===== src/rtl/q2_clock_pkg.sv =====
// Shared clock sequencer types for the Q2 core.
// Phase decoders import DEFAULT_PHASES from here.
package q2_clock_pkg;

  localparam int DEFAULT_PHASES = 2;
  localparam int DEFAULT_DIV_W  = 8;

  typedef enum logic [1:0] {
    ST_IDLE = 2'd0,
    ST_RUN  = 2'd1,
    ST_STEP = 2'd2,
    ST_HALT = 2'd3
  } seq_state_e;

endpackage


===== src/rtl/clock_divider.sv =====
// Loadable phase-length down-counter.
// zero flags the last clk of the current phase.
module clock_divider #(
  parameter int DIV_WIDTH = 8
) (
  input  logic                 clk,
  input  logic                 rst,
  input  logic                 load,
  input  logic                 en,
  input  logic [DIV_WIDTH-1:0] din,
  output logic                 zero
);

  logic [DIV_WIDTH-1:0] count;

  always_ff @(posedge clk or posedge rst) begin
    if (rst) begin
      count <= '0;
    end else if (load) begin
      count <= din;
    end else if (en) begin
      count <= count - 1'b1;
    end
  end

  assign zero = (count == '0);

endmodule


===== src/rtl/clock_sequencer.sv =====
// Run/stop CPU clock and phase sequencer for Q2.
// FSM, phase counter and output registers live here.
module clock_sequencer
  import q2_clock_pkg::*;
#(
  parameter int PHASES    = DEFAULT_PHASES,
  parameter int DIV_WIDTH = DEFAULT_DIV_W
) (
  input  logic                 clk,
  input  logic                 rst,
  input  logic                 start,
  input  logic                 stop,
  input  logic                 step,
  input  logic [DIV_WIDTH-1:0] div,
  output logic                 running,
  output logic                 cpu_clk,
  output logic [PHASES-1:0]    phase,
  output logic                 phase_end,
  output logic                 cycle_end
);

  localparam int PW = (PHASES > 2) ? $clog2(PHASES) : 1;
  localparam logic [PW-1:0] LAST = PW'(PHASES - 1);
  localparam logic [PW-1:0] HALF = PW'(PHASES / 2);

  seq_state_e    state_q;
  logic [PW-1:0] cnt_q;
  logic [PW-1:0] cnt_nxt;
  logic          start_pend;
  logic          active;
  logic          zero;
  logic          launch;
  logic          cont;
  logic          div_load;
  logic          div_en;

  assign active    = (state_q != ST_IDLE);
  assign phase_end = active && zero;
  assign cycle_end = phase_end && (cnt_q == LAST);
  assign cnt_nxt   = cnt_q + PW'(1);

  assign launch = (state_q == ST_IDLE) && !stop
               && (start || step);

  // A start seen any time during a step carries into run.
  assign cont = ((state_q == ST_RUN) && !stop)
             || ((state_q == ST_STEP)
                 && (start_pend || start));

  assign div_load = launch
                 || (phase_end && !cycle_end)
                 || (cycle_end && cont);
  assign div_en   = active && !zero;

  clock_divider #(
    .DIV_WIDTH(DIV_WIDTH)
  ) u_div (
    .clk (clk),
    .rst (rst),
    .load(div_load),
    .en  (div_en),
    .din (div),
    .zero(zero)
  );

  always_ff @(posedge clk or posedge rst) begin
    if (rst) begin
      state_q    <= ST_IDLE;
      cnt_q      <= '0;
      start_pend <= 1'b0;
      running    <= 1'b0;
      cpu_clk    <= 1'b0;
      phase      <= '0;
    end else begin
      unique case (state_q)
        ST_IDLE: begin
          if (launch) begin
            state_q    <= start ? ST_RUN : ST_STEP;
            cnt_q      <= '0;
            start_pend <= 1'b0;
            running    <= 1'b1;
            cpu_clk    <= 1'b1;
            phase      <= PHASES'(1);
          end
        end
        ST_RUN, ST_STEP, ST_HALT: begin
          if (cycle_end) begin
            cnt_q      <= '0;
            start_pend <= 1'b0;
            if (cont) begin
              state_q <= ST_RUN;
              cpu_clk <= 1'b1;
              phase   <= PHASES'(1);
            end else begin
              state_q <= ST_IDLE;
              running <= 1'b0;
              cpu_clk <= 1'b0;
              phase   <= '0;
            end
          end else begin
            if (state_q == ST_RUN && stop)
              state_q <= ST_HALT;
            if (state_q == ST_STEP && start)
              start_pend <= 1'b1;
            if (phase_end) begin
              cnt_q   <= cnt_nxt;
              cpu_clk <= (cnt_nxt < HALF);
              phase   <= {phase[PHASES-2:0], 1'b0};
            end
          end
        end
        default: state_q <= ST_IDLE;
      endcase
    end
  end

endmodule

===== config.mk =====
export PLATFORM = sky130hd
export DESIGN_NAME = clock_sequencer
export DESIGN_NICKNAME = d
export VERILOG_FILES = /design/src/rtl/q2_clock_pkg.sv /design/src/rtl/clock_divider.sv /design/src/rtl/clock_sequencer.sv
export SDC_FILE = /design/constraint.sdc
export NUM_CORES = 1
export LEC_CHECK = 0
export BUFFER_PORTS_ARGS = -buffer_cell sky130_fd_sc_hd__buf_2
export CAP_MARGIN = 0
export CELL_PAD_IN_SITES_DETAIL_PLACEMENT = 1
export CELL_PAD_IN_SITES_GLOBAL_PLACEMENT = 2
export CORE_MARGIN = 2
export CORE_UTILIZATION = 28
export DETAILED_ROUTE_END_ITERATION = 8
export GPL_TIMING_DRIVEN = 0
export PLACE_DENSITY = 0.8
export REMOVE_ABC_BUFFERS = 1
export SLEW_MARGIN = 15
export SYNTH_ARGS = -nofsm -noshare
export SYNTH_HDL_FRONTEND = slang
export SYNTH_SLANG_ARGS = --single-unit

===== constraint.sdc =====
create_clock -name clk -period 2.1 [get_ports clk]
set_input_delay 0.105 -clock clk [delete_from_list [all_inputs] [get_ports clk]]
set_output_delay 0.105 -clock clk [all_outputs]
set_load 0.02 [all_outputs]

==> qor.csv, run 1 <==
metric,value,unit
status,finished clean,
Die X,61.4,um
Net Switching,0.521,mW
Clock Path Buffers,2,
gpl congestion,0.797,
Slew HR,57.1,%
Diodes inserted,0,
Synth async-reset ratio,100,%
Final Max Slew Viols,0,
internal power,0.839,mW
largest net degree at the start of global routing,17,
via/cell ratio,4.86,
"Critical Path, Cell by Cell","or4_4, nor3_4, a21oi_4, mux2_2, a221o_1",
"CP delay by family, top",simple AND/OR/NAND/NOR gates,
Vias,836,
first-pass GRT wire length,3.68,mm
placed cell area,1050,sq um
max cap viols,0,
DPL Wire Length,1.59,mm
share of layout cells above drive strength 1,33.6,%
Final Hold Vio Count,0,
IO Port Bufs,18,
register area share after synthesis,43.4,%
final wirelength,2.29,mm
Clock Latency Late Sink,0.29,ns
# IOs,19,
setup ws final,0.0156,ns
Gate power share,43.1,%
initial antenna violation count,0,
setup TNS,0,ns
Rows,20,
Tot GR Track Use,13.3,%
Tmin final,2.08,ns
Leakage Power,0.533,nW
die height,61.4,um
nets@finish,144,
"area leader, netlist",dfrtp_1,
Final Cell Area,1190,sq um
Seq pwr share,40.9,%
Placed Instances,159,
Hold WC Path Type,in2reg,
"Power, Total",1.36,mW
# DRC,0,
fmax,0.480,GHz
final worst path period share,99.3,%
Routed Antenna Nets,0,
Startpoint Class,flop,
ys flop type,dfrtp_1,
Worst EP required,2.28,ns
syn avg cell area,9.04,sq um
area share of the largest cell type after synthesis,43.4,%
setup violation total in the final timing report,0,
clock sink count,16,
Max Clock Skew,0.00221,ns
Setup crit end kind,flop,
Buffers & Inverters on Critical Path,0,
CORE AREA,3100,sq um
Clock power frac,16.0,%
drt pass-1 iters,2,
drt initial violations,7,
vias in the first global route,813,
Mapped Area,922,sq um
Place WS,-0.399,ns
CTS tree,yes,
Synth Warn #,0,
Starting Density,29.7,%
Worst-Margin Slew,0.642,ns
H-tree depth,1,
"EDFF count, synth",0,
Total Die Area,3770,sq um
PwrDens,1140,nW/um^2
Critical Path AT,2.27,ns
Num CTS Buffers,3,
RSZ-0062 raised after global routing,true,
wire per inst,13.3,um
Crit path largest cell delay,0.59,ns
Synth Register Bits,16,
slowest CP cell,or4_4,
CP Max Fanout,5,
ranking of synthesized cells by area,"dfrtp_1, nor2_1, a21oi_1, mux2_2, nor3_1",
switching part of the total,38.3,%
CP Class,reg2reg,
Hold WS,0.0357,ns
Fillers,394,
Peak supply drop,0.437,mV
GRT overflow,0,
root buffer cell,clkbuf_4,
Syn Inst Count,102,
"Reg clk slew, reported paths",0.11,ns
Post-Layout Cell Count,172,
final core utilization,38.5,%
Layout area overhead,29.4,%
Cell variety after synth,34,
logic make-up after synthesis:
| kind of cell | share of synthesized area, % |
|---|---|
| xor gates and xnor gates | 2.85 |
| AOI/OAI and AO/OA | 19.9 |
| DFF | 43.4 |
| adders and majority gates | 2.71 |
| muxes | 3.66 |
| buffers and inverters | 5.16 |
| and+or+nand+nor | 22.3 |
power groups by stage:
stage | logic [mW] | clock network, mW | registers [mW]
floorplan | 0.348 | 0 | 0.572
global placement | 0.481 | 0 | 0.553
detailed placement | 0.501 | 0 | 0.560
CTS | 0.532 | 0.222 | 0.558
global route | 0.651 | 0.239 | 0.577
finish | 0.587 | 0.217 | 0.557
synthesized netlist by cell type (3+ instances only):
master	n
dfrtp_1	16
nor2_1	15
a21oi_1	8
inv_1	7
nor3_1	6
nand2_1	5
o21ai_0	4
a21o_1	3
clkbuf_1	3
mux2_2	3
worst reg2reg max path, stage by stage, from the launching register on:
cell,delay (ns)
dfrtp_1,0.44
or4_4,0.59
nor3_4,0.27
a21oi_4,0.11
mux2_2,0.28
a221o_1,0.30
layout make-up:
cell class,instances,area [sq um],area share [%]
well taps,44,55.1,4.61
repair buffers,27,166,13.9
inverters,7,26.3,2.20
flip-flops and latches,16,400,33.5
clock buffers,4,36.3,3.04
multi-input cells,74,509,42.7
sequential cells by signal, summed over array words and instances (netlist names):
register     flops
running          1
cnt_q            1
u_div.count      8
state_q          2
phase            2
cpu_clk          1
start_pend       1
layer usage:
metal	wire, um	vias up	global-route usage [%]
li1	-	411	-
met1	1060	415	16.9
met2	1180	8	22.5
met3	21	2	1.26
met4	27	0	6.38
met5	0	-	0
path summary, 6_finish.rpt:
check / startpoint / end / slack, ns / cells after the start
setup reg to reg: u_div.count[4] / u_div.count[7] / 0.02 / 5
setup / recovery: u_div.count[4] / u_div.count[7] / 0.02 / 5
hold reg to reg: running / running / 0.49 / 1
max in group asynchronous: rst / u_div.count[7] / 1.26 / 3
min in group asynchronous: rst / cnt_q / 0.43 / 3
hold / removal: div[1] / u_div.count[1] / 0.04 / 2
cell usage in the layout, fill, tap and decap left out, drive strengths merged, types with 3 or more instances in the layout:
master	count
o21ai	4
or2	3
a21oi	9
dfrtp	16
a21o	3
clkbuf	4
nor2	15
mux2	3
nor3	8
buf	26
inv	7
nand2	5
repair_timing:
item	in CTS	in global routing
hold buffers	1	0
resized for setup	7	3
pin swaps	2	3
setup endpoints to repair	13	5
buffers inserted	3	5
hold endpoints to repair	16	0
Power figures use the tool's default switching activity.
==> run 2: changes to the inputs <==
--- a/config.mk
+++ b/config.mk
@@ -12,7 +12,7 @@
 export CORE_MARGIN = 2
 export CORE_UTILIZATION = 28
 export DETAILED_ROUTE_END_ITERATION = 8
-export GPL_TIMING_DRIVEN = 0
+export GPL_TIMING_DRIVEN = 1
 export PLACE_DENSITY = 0.8
 export REMOVE_ABC_BUFFERS = 1
 export SLEW_MARGIN = 15
==> run 2 against run 1 <==
Hold slack worse by 0.0022 ns. Via count down 0.72%. Sequential cell count unchanged. Die area unchanged. Largest cell class unchanged. Largest power group unchanged.
==> qor.csv, run 2 (synthesized netlist as in run 1, its figures left out) <==
metric,value,unit,change
PwrDens,1130,nW/um^2,-0.61%
Total Die Area,3770,sq um,unchanged
drt pass-1 iters,3,,+1
CTS tree,yes,,
vias in the first global route,837,,+3.0%
Final Hold Vio Count,0,,unchanged
H-tree depth,1,,unchanged
Buffers & Inverters on Critical Path,2,,+2
slowest CP cell,dfrtp_1,,
Vias,830,,-0.72%
"Critical Path, Cell by Cell","or2_2, a311o_1, a21oi_2, buf_4, inv_1, a221o_1",,
wire per inst,12.6,um,-5.4%
"Most flops, register",u_div.count,,
"Reg clk slew, reported paths",0.10,ns,about the same
drt initial violations,12,,+5
fmax,0.504,GHz,+5.0%
Startpoint Class,flop,,
Setup crit end kind,flop,,
startpoint of the worst hold path,div[1],,
Layout area overhead,28.0,%,
CP Class,reg2reg,,
Max Clock Skew,0.00468,ns,+0.00248 ns
Crit path largest cell delay,0.39,ns,-0.20 ns
RR Startpoint,start_pend,,
flip-flop count of the largest register after layout,8,,unchanged
CORE AREA,3100,sq um,unchanged
CP Max Fanout,7,,+2
Clock Latency Late Sink,0.30,ns,about the same
gpl congestion,0.740,,-7.1%
status,finished clean,,
most frequent cells in the layout,"buf_2, dfrtp_1, nor2_1, buf_4, a21oi_1",,
Worst-Margin Slew,0.630,ns,-0.0122 ns
Worst EP required,2.29,ns,about the same
Peak supply drop,0.341,mV,-22%
# IOs,19,,unchanged
Fillers,383,,-2.8%
final worst path period share,94.5,%,-4.7 points
instance count on the critical path,6,,+1
GRT overflow,0,,unchanged
final core utilization,38.0,%,-0.44 points
Starting Density,29.7,%,unchanged
flop2flop setup slack,0.11,ns,+0.10 ns
clock sink count,16,,unchanged
share of layout cells above drive strength 1,33.8,%,+0.25 points
Critical Path AT,2.17,ns,-0.10 ns
RSZ-0062 raised after global routing,false,,
via/cell ratio,4.77,,-1.9%
Tot GR Track Use,13.9,%,+0.68 points
Slew HR,58.0,%,+0.82 points
DPL Wire Length,1.76,mm,+10%
initial antenna violation count,0,,unchanged
Tmin final,1.99,ns,-0.0993 ns
die height,61.4,um,unchanged
first-pass GRT wire length,3.80,mm,+3.0%
"most common cell after layout, fill and taps aside",buf_2,,
largest registers,"u_div.count: 8 flops, phase: 2 flops, state_q: 2 flops",,
Diodes inserted,0,,unchanged
Routed Antenna Nets,0,,unchanged
Leakage Power,0.541,nW,+1.4%
setup violation total in the final timing report,0,,unchanged
Hold Path Cell Cnt,2,,unchanged
Num CTS Buffers,3,,unchanged
setup TNS,0,ns,unchanged
largest net degree at the start of global routing,17,,unchanged
Post-CTS Setup Bufs,0,,-3
final wirelength,2.19,mm,-4.3%
Clock Path Buffers,2,,unchanged
max cap viols,0,,unchanged
Final Max Slew Viols,0,,unchanged
R2R depth,6,,+1
"CP delay by family, top",compound AO/OA/AOI/OAI gates,,
IO Port Bufs,18,,unchanged
WHS Endpoint,u_div.count[1],,
nets@finish,146,,+1.4%
Die X,61.4,um,unchanged
# DRC,0,,unchanged
Rows,20,,unchanged
Critical R2R Capture,u_div.count[6],,
root buffer cell,clkbuf_4,,
Hold WC Path Type,in2reg,,
-- run 2: per-layer routing --
| layer | global-route usage, % | wire (um) | vias up |
|---|---|---|---|
| li1 | - | - | 417 |
| met1 | 18.4 | 1040 | 401 |
| met2 | 22.2 | 1080 | 8 |
| met3 | 2.52 | 31 | 4 |
| met4 | 6.38 | 41 | 0 |
| met5 | 0 | 0 | - |
-- run 2: metrics by stage --
stage          std cells  setup slack (ns)  instance area, sq um  power, mW  hold WS (ns)
2_1_floorplan         97            -0.361                   901      0.920        0.0187
3_3_place_gp         169            0.0862                  1120       1.10         0.220
3_5_place_dp         169            0.0136                  1120       1.12         0.239
4_1_cts              174            0.0347                  1170       1.34        0.0298
5_1_grt              174          0.000913                  1180       1.46        0.0401
6_report             174             0.115                  1180       1.34        0.0335
-- run 2: report_power, final --
group          internal, mW  total [mW]  switching [mW]
clock                 0.106       0.215           0.109
combinational         0.283       0.576           0.292
sequential            0.443       0.546           0.103
total                 0.832        1.34           0.505
-- run 2: repair_timing --
action | 4_1_cts | 5_1_grt
endpoints found under the hold margin | 16 | 0
endpoints found under the setup margin | 1 | 5
hold buffers | 1 | 0
gates cloned | 0 | 0
gates resized for setup | 1 | 2
-- run 2: worst max-delay path by stage --
| stage | from | end | slack (ns) |
|---|---|---|---|
| after floorplan | u_div.count[3] | state_q[0] | -0.36 |
| after global placement | u_div.count[0] | u_div.count[6] | 0.09 |
| after detailed placement | u_div.count[0] | u_div.count[7] | 0.01 |
| after CTS | u_div.count[3] | cycle_end | 0.03 |
| after global routing | u_div.count[1] | phase_end | 0.0009 |
| final | start_pend | u_div.count[6] | 0.11 |
-- run 2: layout make-up --
| class | instances | area (sq um) | area share (%) |
|---|---|---|---|
| Inverter | 7 | 26.3 | 2.23 |
| Sequential cell | 16 | 400 | 33.9 |
| Timing Repair Buffer | 29 | 175 | 14.8 |
| Tap cell | 44 | 55.1 | 4.67 |
| Multi-Input combinational cell | 74 | 487 | 41.3 |
| Clock buffer | 4 | 36.3 | 3.08 |
==> run 3: changes to the inputs <==
--- a/config.mk
+++ b/config.mk
@@ -8,12 +8,13 @@
 export BUFFER_PORTS_ARGS = -buffer_cell sky130_fd_sc_hd__buf_2
 export CAP_MARGIN = 0
 export CELL_PAD_IN_SITES_DETAIL_PLACEMENT = 1
-export CELL_PAD_IN_SITES_GLOBAL_PLACEMENT = 2
-export CORE_MARGIN = 2
-export CORE_UTILIZATION = 28
+export CELL_PAD_IN_SITES_GLOBAL_PLACEMENT = 1
+export CORE_MARGIN = 3
+export CORE_UTILIZATION = 35
 export DETAILED_ROUTE_END_ITERATION = 8
 export GPL_TIMING_DRIVEN = 1
 export PLACE_DENSITY = 0.8
+export RECOVER_POWER = 50
 export REMOVE_ABC_BUFFERS = 1
 export SLEW_MARGIN = 15
 export SYNTH_ARGS = -nofsm -noshare
==> run 3 against run 2 <==
Total power is 1.5% lower. Fmax is 1.9% lower. Critical path depth is 1 lower. Largest power group is now sequential cells. Largest cell class unchanged. Hold slack better by 0.013 ns. Final area is 2.8% lower. Clock skew is 0.0014 ns higher. Clock power is 5% lower. Utilization is 11 points higher. Via count is 1.4% higher.
==> qor.csv, run 3 (synthesized netlist as in run 1, its figures left out) <==
metric,value,unit,change
met1 WL,1.02,mm,-1.2%
most frequent cells in the layout,"dfrtp_1, nor2_1, buf_2, a21oi_1, buf_4",,
fmax,0.494,GHz,-1.9%
RSZ-0062 raised after global routing,true,,
Tmin final,2.02,ns,+0.0379 ns
Place WS,0.0107,ns,-0.00286 ns
DPL Wire Length,1.81,mm,+3.4%
Routed Antenna Nets,0,,unchanged
H-tree depth,1,,unchanged
nets@finish,144,,-1.4%
CORE AREA,2360,sq um,-24%
CP Max Fanout,5,,-2
CP Class,reg2reg,,
setup violation total in the final timing report,0,,unchanged
Leakage Power,0.522,nW,-3.5%
drt initial violations,7,,-5
RR Startpoint,u_div.count[4],,
Startpoint Class,flop,,
status,finished clean,,
"Most flops, register",u_div.count,,
"Reg clk slew, reported paths",0.10,ns,about the same
# IOs,19,,unchanged
Clock Path Buffers,2,,unchanged
CTS tree,yes,,
GRT overflow,0,,unchanged
# DRC,0,,unchanged
gpl congestion,0.880,,+19%
first-pass GRT wire length,4.08,mm,+7.4%
Hold WC Path Type,in2reg,,
final wirelength,2.23,mm,+1.7%
die height,57.3,um,-6.6%
Layout area overhead,24.4,%,
startpoint of the worst hold path,div[1],,
wire per inst,14.3,um,+13%
Critical Path AT,2.20,ns,+0.03 ns
Final Hold Vio Count,0,,unchanged
Setup crit end kind,flop,,
Tot GR Track Use,15.4,%,+1.5 points
"Power, Total",1.32,mW,-1.5%
vias in the first global route,923,,+10%
final worst path period share,96.3,%,+1.8 points
Diodes inserted,0,,unchanged
initial antenna violation count,0,,unchanged
largest registers,"u_div.count: 8 flops, phase: 2 flops, state_q: 2 flops",,
drt pass-1 iters,3,,unchanged
share of layout cells above drive strength 1,30.5,%,-3.4 points
"most common cell after layout, fill and taps aside",dfrtp_1,,
Clock Latency Late Sink,0.28,ns,-0.02 ns
met3 WL post-DR,68,um,+120%
max cap viols,0,,unchanged
Total Die Area,3290,sq um,-13%
Starting Density,39.1,%,+9.3 points
setup TNS,0,ns,unchanged
Num CTS Buffers,3,,unchanged
PwrDens,1150,nW/um^2,+1.3%
Peak supply drop,0.621,mV,+82%
largest net degree at the start of global routing,17,,unchanged
Worst-Margin Slew,0.612,ns,-0.0183 ns
root buffer cell,clkbuf_4,,
routed wl met2,1.11,mm,+2.5%
Max Clock Skew,0.00606,ns,+0.00138 ns
top sig layer,met4,,
setup ws final,0.0770,ns,-0.0379 ns
Die X,57.3,um,-6.6%
Worst EP required,2.28,ns,about the same
clock sink count,16,,unchanged
Critical Path Start,u_div.count[4],,
IO Port Bufs,18,,unchanged
Final Max Slew Viols,0,,unchanged
Vias,842,,+1.4%
Post-CTS Setup Bufs,0,,unchanged
flip-flop count of the largest register after layout,8,,unchanged
Rows,17,,-15%
via/cell ratio,5.40,,+13%
final core utilization,48.6,%,+11 points
Slew HR,59.2,%,+1.2 points
run 3: power by group:
group          leakage [nW]  internal [mW]  switching [mW]
Combinational         0.320          0.261           0.291
Sequential            0.181          0.443           0.117
Clock                0.0210          0.105          0.0994
Total                 0.522          0.809           0.507
run 3: area by class of cell:
| class | count | area [sq um] |
|---|---|---|
| Fill cell | 284 | 1210 |
| Timing Repair Buffer | 27 | 155 |
| Clock buffer | 4 | 36.3 |
| Tap cell | 28 | 35.0 |
| Multi-Input combinational cell | 74 | 494 |
| Sequential cell | 16 | 400 |
| Inverter | 7 | 26.3 |
run 3: path summary, 6_finish.rpt:
kind / to / slack (ns) / cells past startpoint
worst max-delay path: u_div.count[6] / 0.08 / 5
worst min-delay path: u_div.count[1] / 0.05 / 2
worst max register to register: u_div.count[6] / 0.08 / 5
worst min register to register: running / 0.50 / 1
max in group asynchronous: start_pend / 1.26 / 3
min in group asynchronous: u_div.count[0] / 0.44 / 3
run 3: critical path, cell delays in order (launching register included):
cell     delay (ns)
dfrtp_1        0.43
or4_4          0.58
nor3_4         0.25
a21oi_4        0.10
mux2_2         0.27
a221o_1        0.29
run 3: layer usage:
metal	GRT usage, %	vias up
li1	-	409
met1	18.9	418
met2	27.2	11
met3	2.04	4
met4	5.96	0
met5	0	-
run 3: repair_timing:
item	in CTS	in global routing
setup endpoints to repair	2	5
hold endpoints to repair	16	0
hold buffers	1	0
pin swaps	0	0
gates resized for setup	1	4
run 3: stage by stage:
step | cells | area (sq um) | hold WS (ns)
after global placement | 151 | 1090 | 0.206
after global routing | 156 | 1150 | 0.0340
after floorplan | 97 | 901 | 0.0187
after CTS | 156 | 1130 | 0.0421
after detailed placement | 151 | 1090 | 0.219
final | 156 | 1150 | 0.0463
